===== src/rtl/path_job_sequencer_if.sv =====
// Job request, CPU memory-port and path-stream signals of path_job_sequencer.
interface path_job_sequencer_if;
  logic        job_valid;
  logic        job_ready;
  logic [7:0]  job_sp;
  logic [7:0]  job_ep;
  logic        cpu_reset;
  logic        Ext_MemWrite;
  logic [31:0] Ext_WriteData;
  logic [31:0] Ext_DataAdr;
  logic        MemWrite;
  logic [31:0] WriteData;
  logic [31:0] DataAdr;
  logic [7:0]  path_pt;
  logic        path_valid;
  logic        path_ready;
  logic        path_last;
  logic        done;
  logic        err_timeout;
  logic        err_ovf;
  logic [2:0]  states;

  // master: the sequencer; slave: job source, CPU memory subsystem and path consumer
  modport master (
    input  job_valid, job_sp, job_ep, MemWrite, WriteData, DataAdr, path_ready,
    output job_ready, cpu_reset, Ext_MemWrite, Ext_WriteData, Ext_DataAdr,
           path_pt, path_valid, path_last, done, err_timeout, err_ovf, states
  );
  modport slave (
    output job_valid, job_sp, job_ep, MemWrite, WriteData, DataAdr, path_ready,
    input  job_ready, cpu_reset, Ext_MemWrite, Ext_WriteData, Ext_DataAdr,
           path_pt, path_valid, path_last, done, err_timeout, err_ovf, states
  );
endinterface


===== src/rtl/path_job_sequencer.sv =====
// Loads start/end points into the soft CPU, releases it and streams the path points it writes.
// Define WDOG_EN to enable the RUN-phase watchdog (TIMEOUT_CYC cycles).
module path_job_sequencer #(
  parameter logic [31:0] PATH_BASE   = 32'h0200_0008,
  parameter logic [31:0] DONE_ADR    = 32'h0200_0048,
  parameter int unsigned MAX_PTS     = 16,
  parameter int unsigned TIMEOUT_CYC = 1000000
) (
  input logic                  adc_sck,
  input logic                  rst_n,
  path_job_sequencer_if.master bus
);
  localparam int unsigned PW = $clog2(MAX_PTS);
  localparam int unsigned CW = PW + 1;
  localparam logic [31:0] SP_ADR   = 32'h0200_0000;
  localparam logic [31:0] EP_ADR   = 32'h0200_0004;
  localparam logic [31:0] PATH_END = PATH_BASE + 32'(4 * MAX_PTS);

  typedef enum logic [2:0] {
    IDLE  = 3'd0,
    RST   = 3'd1,
    WR_SP = 3'd2,
    WR_EP = 3'd3,
    RUN   = 3'd4,
    DRAIN = 3'd5,
    ERR   = 3'd6
  } state_t;

  state_t        state, state_nxt;
  logic [7:0]    sp_q, ep_q;
  logic [7:0]    mem_q [MAX_PTS];
  logic [PW-1:0] wr_ptr_q, rd_ptr_q;
  logic [CW-1:0] cnt_q;
  logic          cpu_reset_q, ext_we_q, done_q, err_tmo_q, err_ovf_q;
  logic [31:0]   ext_wd_q, ext_adr_q;
  logic          accept_c, in_range_c, push_req_c, done_wr_c, empty_c, full_c;
  logic          pop_c, push_c, flush_c, tmo_c;
  logic          unused_bits;

  assign accept_c   = (state == IDLE) && bus.job_valid;
  assign in_range_c = (bus.DataAdr >= PATH_BASE) && (bus.DataAdr < PATH_END);
  assign push_req_c = (state == RUN) && bus.MemWrite && in_range_c;
  assign done_wr_c  = (state == RUN) && bus.MemWrite && (bus.DataAdr == DONE_ADR);
  assign empty_c    = (cnt_q == '0);
  assign full_c     = (cnt_q == CW'(MAX_PTS));
  assign pop_c      = bus.path_ready && !empty_c;
  assign push_c     = push_req_c && (!full_c || pop_c);
  assign flush_c    = accept_c || (state == ERR);

`ifdef WDOG_EN
  logic [31:0] wd_q;

  // Counts RUN cycles; held at zero outside RUN so it starts clean on entry
  always_ff @(posedge adc_sck or negedge rst_n) begin
    if (!rst_n)             wd_q <= '0;
    else if (state != RUN)  wd_q <= '0;
    else                    wd_q <= wd_q + 32'd1;
  end

  assign tmo_c       = (wd_q == 32'(TIMEOUT_CYC - 1));
  assign unused_bits = ^bus.WriteData[31:8];
`else
  assign tmo_c       = 1'b0;
  assign unused_bits = ^{bus.WriteData[31:8], 32'(TIMEOUT_CYC)};
`endif

  always_ff @(posedge adc_sck or negedge rst_n) begin
    if (!rst_n) state <= IDLE;
    else        state <= state_nxt;
  end

  // A done word in the watchdog's last cycle takes priority over the timeout
  always_comb begin
    state_nxt = state;
    case (state)
      IDLE:    if (bus.job_valid) state_nxt = RST;
      RST:     state_nxt = WR_SP;
      WR_SP:   state_nxt = WR_EP;
      WR_EP:   state_nxt = RUN;
      RUN: begin
        if (done_wr_c)  state_nxt = DRAIN;
        else if (tmo_c) state_nxt = ERR;
      end
      DRAIN:   if (empty_c) state_nxt = IDLE;
      ERR:     state_nxt = IDLE;
      default: state_nxt = IDLE;
    endcase
  end

  // Registered outputs are derived from the state being entered
  always_ff @(posedge adc_sck or negedge rst_n) begin
    if (!rst_n) begin
      sp_q        <= '0;
      ep_q        <= '0;
      cpu_reset_q <= 1'b1;
      ext_we_q    <= 1'b0;
      ext_wd_q    <= '0;
      ext_adr_q   <= '0;
      done_q      <= 1'b0;
      err_tmo_q   <= 1'b0;
      err_ovf_q   <= 1'b0;
    end else begin
      if (accept_c) begin
        sp_q <= bus.job_sp;
        ep_q <= bus.job_ep;
      end
      cpu_reset_q <= (state_nxt != RUN);
      ext_we_q    <= (state_nxt == WR_SP) || (state_nxt == WR_EP);
      ext_adr_q   <= (state_nxt == WR_SP) ? SP_ADR :
                     (state_nxt == WR_EP) ? EP_ADR : 32'h0;
      ext_wd_q    <= (state_nxt == WR_SP) ? {24'h0, sp_q} :
                     (state_nxt == WR_EP) ? {24'h0, ep_q} : 32'h0;
      done_q      <= (state == DRAIN) && empty_c;
      if (accept_c)                                err_tmo_q <= 1'b0;
      else if ((state == RUN) && tmo_c && !done_wr_c) err_tmo_q <= 1'b1;
      if (accept_c)                                err_ovf_q <= 1'b0;
      else if (push_req_c && full_c && !pop_c)     err_ovf_q <= 1'b1;
    end
  end

  always_ff @(posedge adc_sck or negedge rst_n) begin
    if (!rst_n) begin
      wr_ptr_q <= '0;
      rd_ptr_q <= '0;
      cnt_q    <= '0;
    end else if (flush_c) begin
      wr_ptr_q <= '0;
      rd_ptr_q <= '0;
      cnt_q    <= '0;
    end else begin
      if (push_c) wr_ptr_q <= wr_ptr_q + PW'(1);
      if (pop_c)  rd_ptr_q <= rd_ptr_q + PW'(1);
      if (push_c && !pop_c)      cnt_q <= cnt_q + CW'(1);
      else if (pop_c && !push_c) cnt_q <= cnt_q - CW'(1);
    end
  end

  // Storage needs no reset; only entries below the count are ever presented
  always_ff @(posedge adc_sck) begin
    if (push_c) mem_q[wr_ptr_q] <= bus.WriteData[7:0];
  end

  assign bus.job_ready     = (state == IDLE);
  assign bus.cpu_reset     = cpu_reset_q;
  assign bus.Ext_MemWrite  = ext_we_q;
  assign bus.Ext_WriteData = ext_wd_q;
  assign bus.Ext_DataAdr   = ext_adr_q;
  assign bus.path_valid    = !empty_c;
  assign bus.path_pt       = mem_q[rd_ptr_q];
  assign bus.path_last     = !empty_c && (state == DRAIN) && (cnt_q == CW'(1));
  assign bus.done          = done_q;
  assign bus.err_timeout   = err_tmo_q;
  assign bus.err_ovf       = err_ovf_q;
  assign bus.states        = state;
endmodule


===== src/flat_wrapper.sv =====
// flat-port wrapper written by rule: the top's interface ports become plain ports
module path_job_sequencer_flat 
#(
  parameter logic [31:0] PATH_BASE   = 32'h0200_0008,
  parameter logic [31:0] DONE_ADR    = 32'h0200_0048,
  parameter int unsigned MAX_PTS     = 16,
  parameter int unsigned TIMEOUT_CYC = 1000000
)
  (adc_sck, rst_n, bus_job_valid, bus_job_sp, bus_job_ep, bus_MemWrite, bus_WriteData, bus_DataAdr, bus_path_ready, bus_job_ready, bus_cpu_reset, bus_Ext_MemWrite, bus_Ext_WriteData, bus_Ext_DataAdr, bus_path_pt, bus_path_valid, bus_path_last, bus_done, bus_err_timeout, bus_err_ovf, bus_states);
  path_job_sequencer_if bus_i ();
  input logic adc_sck;
  input logic rst_n;
  input wire logic [$bits(bus_i.job_valid)-1:0] bus_job_valid;
  input wire logic [$bits(bus_i.job_sp)-1:0] bus_job_sp;
  input wire logic [$bits(bus_i.job_ep)-1:0] bus_job_ep;
  input wire logic [$bits(bus_i.MemWrite)-1:0] bus_MemWrite;
  input wire logic [$bits(bus_i.WriteData)-1:0] bus_WriteData;
  input wire logic [$bits(bus_i.DataAdr)-1:0] bus_DataAdr;
  input wire logic [$bits(bus_i.path_ready)-1:0] bus_path_ready;
  output wire logic [$bits(bus_i.job_ready)-1:0] bus_job_ready;
  output wire logic [$bits(bus_i.cpu_reset)-1:0] bus_cpu_reset;
  output wire logic [$bits(bus_i.Ext_MemWrite)-1:0] bus_Ext_MemWrite;
  output wire logic [$bits(bus_i.Ext_WriteData)-1:0] bus_Ext_WriteData;
  output wire logic [$bits(bus_i.Ext_DataAdr)-1:0] bus_Ext_DataAdr;
  output wire logic [$bits(bus_i.path_pt)-1:0] bus_path_pt;
  output wire logic [$bits(bus_i.path_valid)-1:0] bus_path_valid;
  output wire logic [$bits(bus_i.path_last)-1:0] bus_path_last;
  output wire logic [$bits(bus_i.done)-1:0] bus_done;
  output wire logic [$bits(bus_i.err_timeout)-1:0] bus_err_timeout;
  output wire logic [$bits(bus_i.err_ovf)-1:0] bus_err_ovf;
  output wire logic [$bits(bus_i.states)-1:0] bus_states;
  assign bus_i.job_valid = bus_job_valid;
  assign bus_i.job_sp = bus_job_sp;
  assign bus_i.job_ep = bus_job_ep;
  assign bus_i.MemWrite = bus_MemWrite;
  assign bus_i.WriteData = bus_WriteData;
  assign bus_i.DataAdr = bus_DataAdr;
  assign bus_i.path_ready = bus_path_ready;
  assign bus_job_ready = bus_i.job_ready;
  assign bus_cpu_reset = bus_i.cpu_reset;
  assign bus_Ext_MemWrite = bus_i.Ext_MemWrite;
  assign bus_Ext_WriteData = bus_i.Ext_WriteData;
  assign bus_Ext_DataAdr = bus_i.Ext_DataAdr;
  assign bus_path_pt = bus_i.path_pt;
  assign bus_path_valid = bus_i.path_valid;
  assign bus_path_last = bus_i.path_last;
  assign bus_done = bus_i.done;
  assign bus_err_timeout = bus_i.err_timeout;
  assign bus_err_ovf = bus_i.err_ovf;
  assign bus_states = bus_i.states;
  path_job_sequencer #(.PATH_BASE(PATH_BASE), .DONE_ADR(DONE_ADR), .MAX_PTS(MAX_PTS), .TIMEOUT_CYC(TIMEOUT_CYC)) u_core (.adc_sck(adc_sck), .rst_n(rst_n), .bus(bus_i));
endmodule

===== config.mk =====
export PLATFORM = sky130hd
export DESIGN_NAME = path_job_sequencer_flat
export DESIGN_NICKNAME = d
export VERILOG_FILES = /design/src/rtl/path_job_sequencer_if.sv /design/src/rtl/path_job_sequencer.sv /design/src/flat_wrapper.sv
export SDC_FILE = /design/constraint.sdc
export NUM_CORES = 1
export LEC_CHECK = 0
export CAP_MARGIN = 0
export CORE_MARGIN = 5
export CORE_UTILIZATION = 55
export DETAILED_ROUTE_END_ITERATION = 10
export PLACE_DENSITY = 0.95
export SLEW_MARGIN = 20
export SYNTH_ARGS = -nofsm -noshare
export SYNTH_HDL_FRONTEND = slang
export SYNTH_SLANG_ARGS = --single-unit

===== constraint.sdc =====
create_clock -name adc_sck -period 5.3 [get_ports adc_sck]
set_input_delay 0.795 -clock adc_sck [delete_from_list [all_inputs] [get_ports adc_sck]]
set_output_delay 0.795 -clock adc_sck [all_outputs]
set_load 0.01 [all_outputs]

==> results of run 1 <==
how the worst min path moves through the flow:
stage	startpoint	end	slack, ns	depth (start not counted)
6_report	rst_n	u_core.sp_q[2]	0.35	1
3_3_place_gp	u_core.ep_q[0]	u_core.ep_q[0]	0.49	1
3_5_place_dp	u_core.ep_q[5]	u_core.ep_q[5]	0.50	1
4_1_cts	u_core.ep_q[5]	u_core.ep_q[5]	0.51	1
2_1_floorplan	u_core.ep_q[3]	u_core.ep_q[3]	0.48	1
5_1_grt	rst_n	u_core.sp_q[2]	0.40	1
critical path, delay by kind of cell (launching register included):
kind            cells  cell delay (ns)
flops               1             0.96
compound gates      2             0.61
simple gates        2             0.82
buf+inv             1             0.49
cells in the final DEF, fill, tap and decap left out, drive strengths merged, types with 10 or more instances in the layout:
cell           instances
nor2                  19
a22oi                 16
edfxtp               128
clkdlybuf4s50         87
mux4                  16
buf                   19
mux2                  16
dfrtp                 44
clkbuf                19
mux2i                 37
nand2                 21
nor4                  24
a221oi                16
o21ai                 11
inv                   19
conb                  55
ha                    10
power by group through the flow:
stage	logic (mW)	registers [mW]	clock network [mW]
after floorplan	0.115	1.49	0
after global placement	0.168	1.49	0
after detailed placement	0.177	1.49	0
after CTS	0.180	1.46	1.18
after global routing	0.198	1.46	1.25
final	0.183	1.46	1.17
registers in the layout, summed over array words and instances (netlist names):
signal,cells
u_core.sp_q,8
u_core.ep_q,8
u_core.bus.Ext_DataAdr,2
u_core.mem_q,128
u_core.bus.states,3
u_core.bus.err_ovf,1
u_core.cnt_q,5
u_core.bus.cpu_reset,1
u_core.bus.Ext_WriteData,8
u_core.wr_ptr_q,4
u_core.bus.done,1
u_core.rd_ptr_q,4
routing by layer:
layer	global-route usage	wire (um)	up-vias
met3	0.0463	1770	66
met4	0.106	734	0
li1	-	-	2077
met1	0.279	6330	2390
met5	0	0	-
met2	0.384	9230	376
metrics by stage:
stage          std cells  setup slack [ns]  area, um^2  power, mW  hold slack, ns
6_report             808              1.20        9150       2.82           0.352
3_3_place_gp         776              1.44        8590       1.66           0.491
4_1_cts              808              1.01        9150       2.82           0.512
3_5_place_dp         776              1.34        8590       1.67           0.497
5_1_grt              808              1.12        9150       2.91           0.395
2_1_floorplan        571              1.93        7880       1.61           0.481
layout make-up:
| class | instances | share of cell area |
|---|---|---|
| Tap cell | 180 | 0.0246 |
| Multi-Input combinational cell | 302 | 0.254 |
| Clock buffer | 19 | 0.0473 |
| Clock inverter | 13 | 0.0138 |
| Sequential cell | 173 | 0.543 |
| Timing Repair Buffer | 106 | 0.111 |
| Inverter | 15 | 0.00615 |
logic make-up (layout without fill, tap and decap cells):
family	Yosys count	count (layout)	share of synthesized area
flip-flops	173	173	0.648
AND/OR/NAND/NOR	101	101	0.0756
buffers and inverters	96	153	0.0764
multiplexers	69	69	0.119
AO/OA/AOI/OAI	60	60	0.0569
adder cells (fa/ha/maj)	10	10	0.0163
XOR/XNOR	7	7	0.00799
other	1	55	0.000489
==> summary.md, run 1 <==
| Metric | Value |
|---|---|
| Outcome | `complete, no violations` |
| Vias in the first global route | `4981` |
| Final core occ | `0.664` |
| Post-Syn Area | `7680 um^2` |
| Area added between synthesis and finish | `19.2%` |
| Total core area | `13800 um^2` |
| Register area share after synthesis | `0.648` |
| Clock tree buffer depth | `2` |
| Worst path slowest cell | `dfrtp_1` |
| CP Data Arrival Time | `3.30 ns` |
| Slew Limit Headroom | `0.369` |
| Ys async rst share | `0.260` |
| Total Routing Usage GR | `0.227` |
| Drt total wl | `18100 um` |
| Crit-path cells | `and2_1, a221oi_1, a22oi_1, nand2_1, clkdlybuf4s50_1` |
| Internal power | `2.16 mW` |
| Tcrit/Tclk final | `0.773` |
| Pin count of the biggest net entering global routing | `46` |
| CP peak stage delay | `0.96 ns` |
| Netlist cell types | `51` |
| CTS Root Cell | `clkbuf_16` |
| Post-CTS resize count | `0` |
| Reg2Reg Capture Point | `u_core.cnt_q[3]` |
| EDFF count, synth | `128` |
| CTS buffer count | `17` |
| Area of the multi-input gates | `2320 um^2` |
| Initial antenna violation count | `0` |
| CTS HTree Levels | `4` |
| Post-CTS Hold Buffers | `0` |
| Initial Util | `0.557` |
| Clock skew | `0.0125 ns` |
| Sequential Power Share | `0.520` |
| Mapped Cells | `517` |
| Crit Path Max Fanout | `20` |
| Max Slew Vio Count | `0` |
| R2r startpoint | `u_core.bus.states[2]` |
| Post-detail-place hpwl | `11500 um` |
| Highest clock rate | `244 MHz` |
| Die ar. | `16400 um^2` |
| Leading area contributor after synthesis | `edfxtp_1` |
| I/O pin total | `168` |
| Share of the synthesized area in the top cell type | `0.501` |
| Die width | `128 um` |
| Post-CTS setup repair buffer count | `0` |
| Finish-stage setup viols | `0` |
| Worst reg2reg path depth | `9` |
| Top-count cell post-synth | `edfxtp_1` |
| Global-route wire length before repair | `28100 um` |
| Worst Setup Start Kind | `flop` |
| Clk network pwr share | `0.415` |
| CP startpoint | `u_core.rd_ptr_q[1]` |
| Initial DRT Pass Iterations | `5` |
| IO buf count | `88` |
| Main synth FF type | `edfxtp_1` |
| Number of vias per cell | `6.08` |
| Area contributors post-synth | `edfxtp_1 50%, dfrtp_1 14%, buf_4 5.6%` |
| Measured slew at the worst slew-check pin | `0.947 ns` |
| Gpl congestion | `0.863` |
| Layout cells sized above 1 | `0.145` |
| Yosys warnings | `0` |
| Layout Nets | `710` |
| Avg WL per Cell | `22.4 um` |
| Top cells by count, synth | `128 x edfxtp_1, 57 x buf_4, 44 x dfrtp_1` |
| Worst setup EP type | `output port` |
| Clock-pin slew on the worst setup and hold paths | `0.07 ns` |
| Hold Violations, Final | `0` |
| Worst reg2reg setup slack | `1.86 ns` |
| Tmin final | `4.10 ns` |
| Setup TNS | `0 ns` |
| Sw Ratio | `0.232` |
| FF+latch count, synth | `173` |
| Die height | `128 um` |
| P_leak | `3.31 nW` |
| VDD IR max | `0.181 mV` |
| Final ANT Viol Nets | `0` |
| Clk sinks | `173` |
| Synthesized area per cell | `14.8 um^2` |
| CTS tree | `built` |
| Total gr overflow | `0` |
| RSZ-0062 raised after global routing | `no` |
| Register area | `4970 um^2` |
| Crit path to | `bus_path_pt[7]` |
| Pwr/cell area | `308 nW/um^2` |
| Net Sw Power | `0.654 mW` |
| Cell Rows | `43` |
| DRC | `0` |
| Total number of vias | `4909` |
| Initial DRC Count | `504` |
| Antenna Diode Count | `0` |
| CP required | `4.51 ns` |
| Clock latency on the worst-skew pair | `0.43 ns` |
| Share of power burned in combinational logic | `0.065` |
| Hold Crit Class | `in -> async` |
| Crit Path Class | `reg -> out` |
| Max-cap violations | `0` |
| Filler cell count in the final layout | `879` |
Power figures use the tool's default switching activity.
==> run 2, diff against run 1 <==
CORE_UTILIZATION = 51   (was 55)
PLACE_DENSITY = 0.9   (was 0.95)
clock period = 4.2 ns   (was 5.3 ns; I/O delays follow)
==> summary.md, run 2 (synthesis results as in run 1) <==
| Metric | Value |
|---|---|
| Outcome | `complete, no violations` |
| CTS tree | `built` |
| Final ANT Viol Nets | `0` |
| Max reg flops | `128` |
| Post-CTS resize count | `0` |
| Gpl congestion | `0.802` |
| Total Routing Usage GR | `0.193` |
| Post-detail-place hpwl | `11000 um` |
| CTS Root Cell | `clkbuf_16` |
| VDD IR max | `0.231 mV` |
| CP peak stage delay | `0.58 ns` |
| Layout cells sized above 1 | `0.151` |
| Die height | `133 um` |
| Avg WL per Cell | `20.7 um` |
| Net Sw Power | `0.850 mW` |
| CTS buffer count | `17` |
| Antenna Diode Count | `0` |
| Most flop-heavy register | `u_core.mem_q` |
| Die ar. | `17600 um^2` |
| Vias in the first global route | `4851` |
| DRC | `0` |
| Most frequent cells in the layout | `128 x edfxtp_1, 87 x clkdlybuf4s50_1, 55 x conb_1` |
| Initial DRT Pass Iterations | `5` |
| Crit path buffers/inverters | `2` |
| Post-CTS setup repair buffer count | `0` |
| Setup TNS | `0 ns` |
| Worst setup EP type | `output port` |
| Share of power burned in combinational logic | `0.062` |
| Most common cell after layout, fill and taps aside | `edfxtp_1` |
| Clock skew | `0.0122 ns` |
| Hold Violations, Final | `0` |
| Max-cap violations | `0` |
| Crit-path cells | `buf_4, and2_1, a221oi_1, a22oi_1, nand2_1, clkdlybuf4s50_1` |
| I/O pin total | `168` |
| Clock latency on the worst-skew pair | `0.43 ns` |
| Critical Path Stages | `6` |
| Pwr/cell area | `396 nW/um^2` |
| Slew Limit Headroom | `0.490` |
| Clk sinks | `173` |
| Placement Setup Slack | `0.602 ns` |
| Initial DRC Count | `402` |
| Post-CTS Hold Buffers | `0` |
| Pin count of the biggest net entering global routing | `52` |
| Area of the multi-input gates | `2320 um^2` |
| Final core occ | `0.630` |
| Register area | `4970 um^2` |
| Worst path slowest cell | `a221oi_1` |
| Total number of vias | `4723` |
| Filler cell count in the final layout | `995` |
| Cell Rows | `44` |
| Highest clock rate | `277 MHz` |
| Finish-stage setup viols | `0` |
| CTS HTree Levels | `4` |
| Sw Ratio | `0.233` |
| Sequential Power Share | `0.506` |
| IO buf count | `88` |
| Die width | `133 um` |
| Max Slew Vio Count | `0` |
| Area added between synthesis and finish | `20.3%` |
| Delay-heaviest family, CP | `compound AO/OA/AOI/OAI gates` |
| CP required | `3.57 ns` |
| Clk network pwr share | `0.433` |
| Total gr overflow | `0` |
| Drt total wl | `16800 um` |
| Tcrit/Tclk final | `0.859` |
| Global-route wire length before repair | `26200 um` |
| Final setup margin | `0.592 ns` |
| Tmin final | `3.61 ns` |
| Clock-pin slew on the worst setup and hold paths | `0.07 ns` |
| Layout Nets | `712` |
| Worst reg2reg path depth | `12` |
| Measured slew at the worst slew-check pin | `0.764 ns` |
| Worst Setup Start Kind | `flop` |
| Number of vias per cell | `5.80` |
| Initial Util | `0.524` |
| Initial antenna violation count | `0` |
| Total core area | `14600 um^2` |
| Hold Crit Class | `in -> async` |
| CP Data Arrival Time | `2.98 ns` |
| Clock tree buffer depth | `2` |
| Crit Path Max Fanout | `18` |
| RSZ-0062 raised after global routing | `no` |
| Crit Path Class | `reg -> out` |
| Internal power | `2.80 mW` |
| P_leak | `3.34 nW` |
-- run 2: worst paths after layout --
check / startpoint / to / slack (ns)
max: u_core.rd_ptr_q[1] / bus_path_pt[2] / 0.59
min in group adc_sck: u_core.ep_q[4] / u_core.ep_q[4] / 0.51
max in group asynchronous: rst_n / u_core.rd_ptr_q[0] / 3.59
max reg2reg: u_core.cnt_q[0] / u_core.cnt_q[4] / 0.99
min reg2reg: u_core.ep_q[4] / u_core.ep_q[4] / 0.51
min: rst_n / u_core.bus.Ext_WriteData[2] / 0.20
-- run 2: final cells by class --
type	instances	share of cell area
clock buffers	17	0.0461
clock inverters	15	0.0202
inverters	15	0.00610
multi-input cells	302	0.251
flip-flops and latches	173	0.539
well taps	184	0.0249
repair buffers	108	0.113
-- run 2: routing by layer --
layer / vias up / global-route usage / wire length, um
met5: - / 0 / 0
met4: 0 / 0.0756 / 390
met3: 29 / 0.0505 / 1380
met2: 265 / 0.328 / 8650
met1: 2348 / 0.238 / 6400
li1: 2081 / - / -
-- run 2: worst reg2reg max path, delay by kind of cell (launching register included) --
kind	cells	cell delay (ns)
flops	1	0.45
fa+ha+maj	2	0.48
buf+inv	3	0.44
compound gates	2	0.65
simple gates	4	0.90
xor+xnor	1	0.14
-- run 2: power by group through the flow --
stage          sequential, mW  combinational, mW  clock (mW)
3_5_place_dp             1.88              0.223           0
4_1_cts                  1.85              0.225        1.59
5_1_grt                  1.85              0.247        1.68
2_1_floorplan            1.88              0.146           0
6_report                 1.85              0.226        1.58
3_3_place_gp             1.88              0.213           0
-- run 2: stage by stage --
stage / hold slack (ns) / cells / area [um^2] / power, mW
global route: 0.231 / 814 / 9230 / 3.77
CTS: 0.390 / 814 / 9230 / 3.67
global placement: 0.492 / 782 / 8620 / 2.10
floorplan: 0.334 / 571 / 7880 / 2.03
finish: 0.196 / 814 / 9230 / 3.65
detailed placement: 0.497 / 782 / 8620 / 2.11
